<file path="config.mk">
export PLATFORM = sky130hd
export DESIGN_NAME = serial_fa_accumulator
export DESIGN_NICKNAME = d
export VERILOG_FILES = /design/src/rtl/serial_fa_accumulator.sv
export SDC_FILE = /design/constraint.sdc
export NUM_CORES = 1
export LEC_CHECK = 0
export BUFFER_PORTS_ARGS = -buffer_cell sky130_fd_sc_hd__buf_2
export CORE_ASPECT_RATIO = 1.25
export CORE_MARGIN = 10
export CORE_UTILIZATION = 47
export DETAILED_ROUTE_END_ITERATION = 10
export PLACE_DENSITY = 0.67
export SYNTH_ARGS = -nofsm -noshare
export SYNTH_HDL_FRONTEND = slang
export SYNTH_SLANG_ARGS = --single-unit
</file>
<file path="constraint.sdc">
create_clock -name clk -period 1.8 [get_ports clk]
set_clock_uncertainty 0.05 [all_clocks]
set_input_delay 0 -clock clk [delete_from_list [all_inputs] [get_ports clk]]
set_output_delay 0 -clock clk [all_outputs]
set_load 0.02 [all_outputs]
</file>
<file path="src/rtl/serial_fa_accumulator.sv">
// serial_fa_accumulator
// Bit-serial N-bit adder: one full-adder cell plus a registered carry,
// consuming one operand bit pair per clock, LSB first, with a start/done
// handshake. Optional macro SERIAL_FA_SUB_EN adds a subtract mode (sub
// input) and a signed-overflow flag (ovf output).
module serial_fa_accumulator #(
  parameter int N  = 4,
  parameter int CW = 6
) (
  input  logic         clk,
  input  logic         reset,
  input  logic         start,
  input  logic [N-1:0] a_in,
  input  logic [N-1:0] b_in,
  input  logic         cin,
`ifdef SERIAL_FA_SUB_EN
  input  logic         sub,
  output logic         ovf,
`endif
  output logic         busy,
  output logic         done,
  output logic [N-1:0] sum,
  output logic         cout,
  output logic         s_bit
);

  localparam logic [1:0] IDLE = 2'd0;
  localparam logic [1:0] ADD  = 2'd1;
  localparam logic [1:0] DONE = 2'd2;

  logic [1:0]    state;
  logic [N-1:0]  a_sh;
  logic [N-1:0]  b_sh;
  logic [N-1:0]  sum_sh;
  logic [N-1:0]  sum_sh_nxt;
  logic          carry;
  logic [CW-1:0] cnt;

  logic          fa_x;
  logic          fa_y;
  logic          fa_z;
  logic          fa_s;
  logic          fa_c;

  logic [N-1:0]  b_load;
  logic          c_load;

  // The single full-adder cell fed by the operand LSBs and the stored carry
  assign fa_x  = a_sh[0];
  assign fa_y  = b_sh[0];
  assign fa_z  = carry;
  assign fa_s  = fa_x ^ fa_y ^ fa_z;
  assign fa_c  = (fa_x & fa_y) | (fa_x & fa_z) | (fa_y & fa_z);
  assign s_bit = fa_s;

  // Subtraction is a + ~b + 1, so the cell is reused unchanged
`ifdef SERIAL_FA_SUB_EN
  assign b_load = sub ? ~b_in : b_in;
  assign c_load = sub ? 1'b1 : cin;
`else
  assign b_load = b_in;
  assign c_load = cin;
`endif

  // New sum bits enter at the MSB so the LSB-first stream lands in place
  generate
    if (N == 1) begin : g_one_bit
      assign sum_sh_nxt = fa_s;
    end else begin : g_multi_bit
      assign sum_sh_nxt = {fa_s, sum_sh[N-1:1]};
    end
  endgenerate

  assign busy = (state != IDLE);
  assign done = (state == DONE);

  // Control FSM, operand/sum shifters and result registers
  always_ff @(posedge clk or posedge reset) begin
    if (reset) begin
      state  <= IDLE;
      a_sh   <= '0;
      b_sh   <= '0;
      sum_sh <= '0;
      carry  <= 1'b0;
      cnt    <= '0;
      sum    <= '0;
      cout   <= 1'b0;
`ifdef SERIAL_FA_SUB_EN
      ovf    <= 1'b0;
`endif
    end else begin
      case (state)
        IDLE: begin
          if (start) begin
            a_sh  <= a_in;
            b_sh  <= b_load;
            carry <= c_load;
            cnt   <= '0;
            state <= ADD;
          end
        end
        ADD: begin
          sum_sh <= sum_sh_nxt;
          a_sh   <= a_sh >> 1;
          b_sh   <= b_sh >> 1;
          carry  <= fa_c;
          cnt    <= cnt + CW'(1);
          if (cnt == CW'(N - 1)) begin
            sum   <= sum_sh_nxt;
            cout  <= fa_c;
`ifdef SERIAL_FA_SUB_EN
            // carry into the MSB is the stored carry during the last bit
            ovf   <= fa_z ^ fa_c;
`endif
            state <= DONE;
          end
        end
        DONE: begin
          state <= IDLE;
        end
        default: begin
          state <= IDLE;
        end
      endcase
    end
  end

endmodule
</file>
* After elaboration in Yosys (flattened, before gate mapping)
Cells that the tools add are included.
Storage, ports and cells: register bits 26, bits in latches 0, memory bits (writable) 0, bits in read-only memories 0, bits of input ports 12, output and inout bits 8, logic and storage cells 38, memories kept 0
Operators by class: add/subtract/negate cells 1, multiply operators 0, divide/modulo/power cells 0, $lt $le $gt $ge 0, eq/ne operators 5, shifts and indexed selects 0, multiplexer cells 11, bitwise logic cells 7, reductions and logical operators 6
Operators by type and width (number):
- one-hot mux 4 bit (2 select lines) | 2
- one-hot mux 6 bit (2 select lines) | 1
- 2-to-1 mux 4 bit | 2
- adder 6 x 1 -> 6 bit, second input constant | 1
- == test 6 x 2 -> 1 bit, second input constant | 1
- 2-to-1 mux 6 bit | 1
- AND reduction 2 bit | 3
- 2-to-1 mux 2 bit | 2
- inequality test 2 bit, second input constant | 2
- one-hot mux 2 bit (2 select lines) | 1
- nonzero test 2 bit | 2
- bitwise AND 1 bit | 3
- == test 2 x 1 -> 1 bit, second input constant | 1
- == test 2 bit, second input constant | 1
- zero test 2 bit | 1
- bitwise OR 1 bit | 2
- one-hot mux 1 bit (2 select lines) | 1
- XOR 1 bit | 2
- 2-to-1 mux 1 bit | 1

* Logic depth before layout (Yosys ltp)
depth after elaboration 4, depth in mapped cells 4, depth with buffers taken out 4

* Worst setup path before layout
No wires, ideal clock.
path kind register to register, start point register a_sh[0], end point register sum[3], arrival time 1276 ps, data required time 1625 ps, path slack 350 ps, cell stages (with the launch flop) 3, path buffers 0, period minus slack after synthesis 1450 ps, cells stage by stage dfrtp_1 -> fa_1 -> mux2_2
Between the ends: cells in the longest elaborated chain, start to end 2
RTL lines:
- start, declared | RTL line 32 | logic [N-1:0] a_sh;
- start signal, assigned | RTL line 95 | a_sh <= a_in;
- start signal, assigned | RTL line 104 | a_sh <= a_sh >> 1;
- XOR 1 bit (2 in a row) | RTL line 52 | assign fa_s = fa_x ^ fa_y ^ fa_z;
- named net s_bit | RTL line 24 | output logic s_bit
- end signal, assigned | RTL line 109 | sum <= sum_sh_nxt;
- end, declared | RTL line 22 | output logic [N-1:0] sum,
The timed path passes the listed nets, and every way through them passes these cells. A chain may end at the register's enable or synchronous reset.

* Worst setup path after layout
start point register a_sh[0], end point output port s_bit
Between the ends: cells in the longest elaborated chain, start to end 2
RTL lines (RTL line):
- XOR 1 bit (2 in a row) | 52
- end, declared | 24
Every way passes these cells.

==> flow_summary.json <==
{
  "hold_buffers": 3,
  "max_slew_margin": 0.7804,
  "insertion_delay_ns": 0.31,
  "cts_setup_buffers": 0,
  "syn_nets": 121,
  "die_h_um": 75.45,
  "cts_buffers": 3,
  "rows": 20,
  "fin_nets": 149,
  "setup_viol": 0,
  "synth_warnings": 0,
  "synthArstFlopShare": 1.000,
  "fin_tns_setup_ns": 0,
  "dp_cells": 160,
  "ir_drop_v": 0.0007789,
  "firstDrtPassIters": 4,
  "rsz0062_at_grt": "no",
  "cts_tree": "done",
  "cp_max_fo": 3,
  "cp-startpoint": "a_sh[0]",
  "grt_pass1_wl_um": 3719,
  "synth_edf_count": 0,
  "layout_commonest_cell": "dfrtp_1",
  "critPathKind": "flop to output pin",
  "cp.required_ns": 1.75,
  "cts.path.max_buffers": 2,
  "hold_viol_final": 0,
  "slew_viol_final": 0,
  "initial_core_util": 0.4813,
  "avgSynthCellArea_um2": 10.80,
  "post_cts_resized": 0,
  "fill_cells": 218,
  "antenna_found_initial": 0,
  "hold_path_class": "input port to flop",
  "cap_violations": 0,
  "synth_cells": 107,
  "grt_usage": 0.09469,
  "period_needed_ns": 1.559,
  "syn2layout_area_growth_pct": 18.62,
  "timing.hold.ws_ns": 0.03392,
  "wire_per_inst_um": 12.51,
  "synth_area_um2": 1156,
  "grt_pass1_vias": 888,
  "synth_flop_cell": "dfrtp_1",
  "outcome": "completed",
  "regArea_um2": 625.6,
  "dieWidth_um": 64.36,
  "grt_max_degree": 26,
  "dpl.hpwl_um": 1688,
  "holdCritStartpoint": "b_in[2]",
  "clock-sinks": 25,
  "leakagePower_nw": 0.7181,
  "grt.overflow.total": 0,
  "dieArea_um2": 4856,
  "antenna_left": 0,
  "io_buffer_count": 19,
  "ios": 20,
  "crit_arrival_ns": 1.51,
  "layout-drive-gt1-share": 0.2836,
  "cp_slowest_stage_delay_ns": 0.59,
  "synth.distinct_cells": 29,
  "num_vias": 845,
  "gp_congestion": 0.6909,
  "startpoint_type": "flop",
  "fmax_mhz": 641.5,
  "n_antenna_cell": 0,
  "end_kind": "output pin",
  "multi_input_comb_area_um2": 496.7,
  "r2r_start": "cnt[2]",
  "drc_errors": 0,
  "ys_seq_elements": 25,
  "fin_crit_sh": 0.8660,
  "root_buffer": "clkbuf_4",
  "viasPerCell": 5.060,
  "instances_no_fill": 167,
  "core-area_um2": 2402,
  "yosysSeqAreaShare": 0.5411,
  "routed_wl_um": 2090,
  "crit_chain": "fa_1, buf_2",
  "cp_slowest_cell": "fa_1",
  "drtIter0Drc": 16,
  "h-tree-depth": 1,
  "tightest_slew_ns": 0.3252,
  "layout_common_cells": "25 x dfrtp_1, 22 x nand2_1, 19 x buf_2, 8 x o21ai_0",
  "p_per_area_nw_per_um2": 1585,
  "path_clk_slew_ns": 0.13
}
## metal layers
metal,global-route usage,part of all wire,wire length (um),vias to the layer above
met5,0,0,0,-
met2,0.1678,0.49,1022,20
met3,0.02794,0.052,109,4
li1,-,-,-,424
met4,0.04286,0.017,36,0
met1,0.1026,0.44,922,397
## report_power, final
part / switching [mW] / total, mW / internal, mW
registers: 0.191 / 0.976 / 0.785
logic: 0.502 / 0.954 / 0.453
clock network: 0.156 / 0.242 / 0.0867
total: 0.848 / 2.17 / 1.32
## worst paths after layout
kind	cells past startpoint	slack (ns)	end
worst min-delay path	4	0.03	b_sh[2]
worst max-delay path	2	0.24	s_bit
max in group asynchronous	4	1.27	cnt[5]
worst min register to register	2	0.45	b_sh[2]
worst max register to register	3	0.31	sum[1]
min in group asynchronous	4	0.20	carry
## state kept, by name, indices dropped and copies added, names as in the netlist
register,cells
carry,1
a_sh,4
state,2
sum,4
cnt,6
sum_sh,3
b_sh,4
cout,1
## stage by stage
step / power, mW / setup WS, ns / area, um^2 / util
after floorplan: 1.660 / 0.3496 / 1156 / -
after global placement: 1.933 / 0.3504 / 1315 / 0.5474
after detailed placement: 1.966 / 0.3001 / 1315 / 0.5474
after CTS: 2.206 / 0.2204 / 1371 / 0.5708
after global routing: 2.371 / 0.1856 / 1371 / 0.5708
final: 2.173 / 0.2412 / 1371 / 0.5708
## worst max-delay path: cells and delay by family (launching register included)
| family | cells | cell delay (ns) |
|---|---|---|
| buf+inv | 1 | 0.18 |
| fa+ha+maj | 1 | 0.59 |
| flops | 1 | 0.42 |
## final cells by class
type	count	area share
timing repair buffer	28	0.1241
sequential	25	0.4562
inverter	3	0.008212
tap	33	0.03011
clock buffer	4	0.01916
multi-input combinational	74	0.3622
## cell families (layout without fill, tap and decap cells)
group           Yosys count  after routing  synth area share
compound gates           22             22            0.1180
simple gates             42             42            0.2078
buf+inv                   8             35           0.02922
mux                       8              8           0.07575
flops                    25             25            0.5411
fa+ha+maj                 2              2           0.02814
## cells in the mapped netlist, types with 2 or more instances
library cell   n  area share
mux2_1         3       0.029
o21ai_0        8       0.035
nand3_1        2      0.0087
a21oi_1        7       0.030
inv_1          3      0.0097
buf_2          2      0.0087
nand2_1       22       0.071
mux2i_1        2       0.017
and3b_1        7       0.053
nor2b_1        2       0.011
mux2_2         3       0.029
dfrtp_1       25        0.54
nor2_1         2      0.0065
a22o_1         3       0.023
clkbuf_1       2      0.0065
Power figures use the tool's default switching activity.
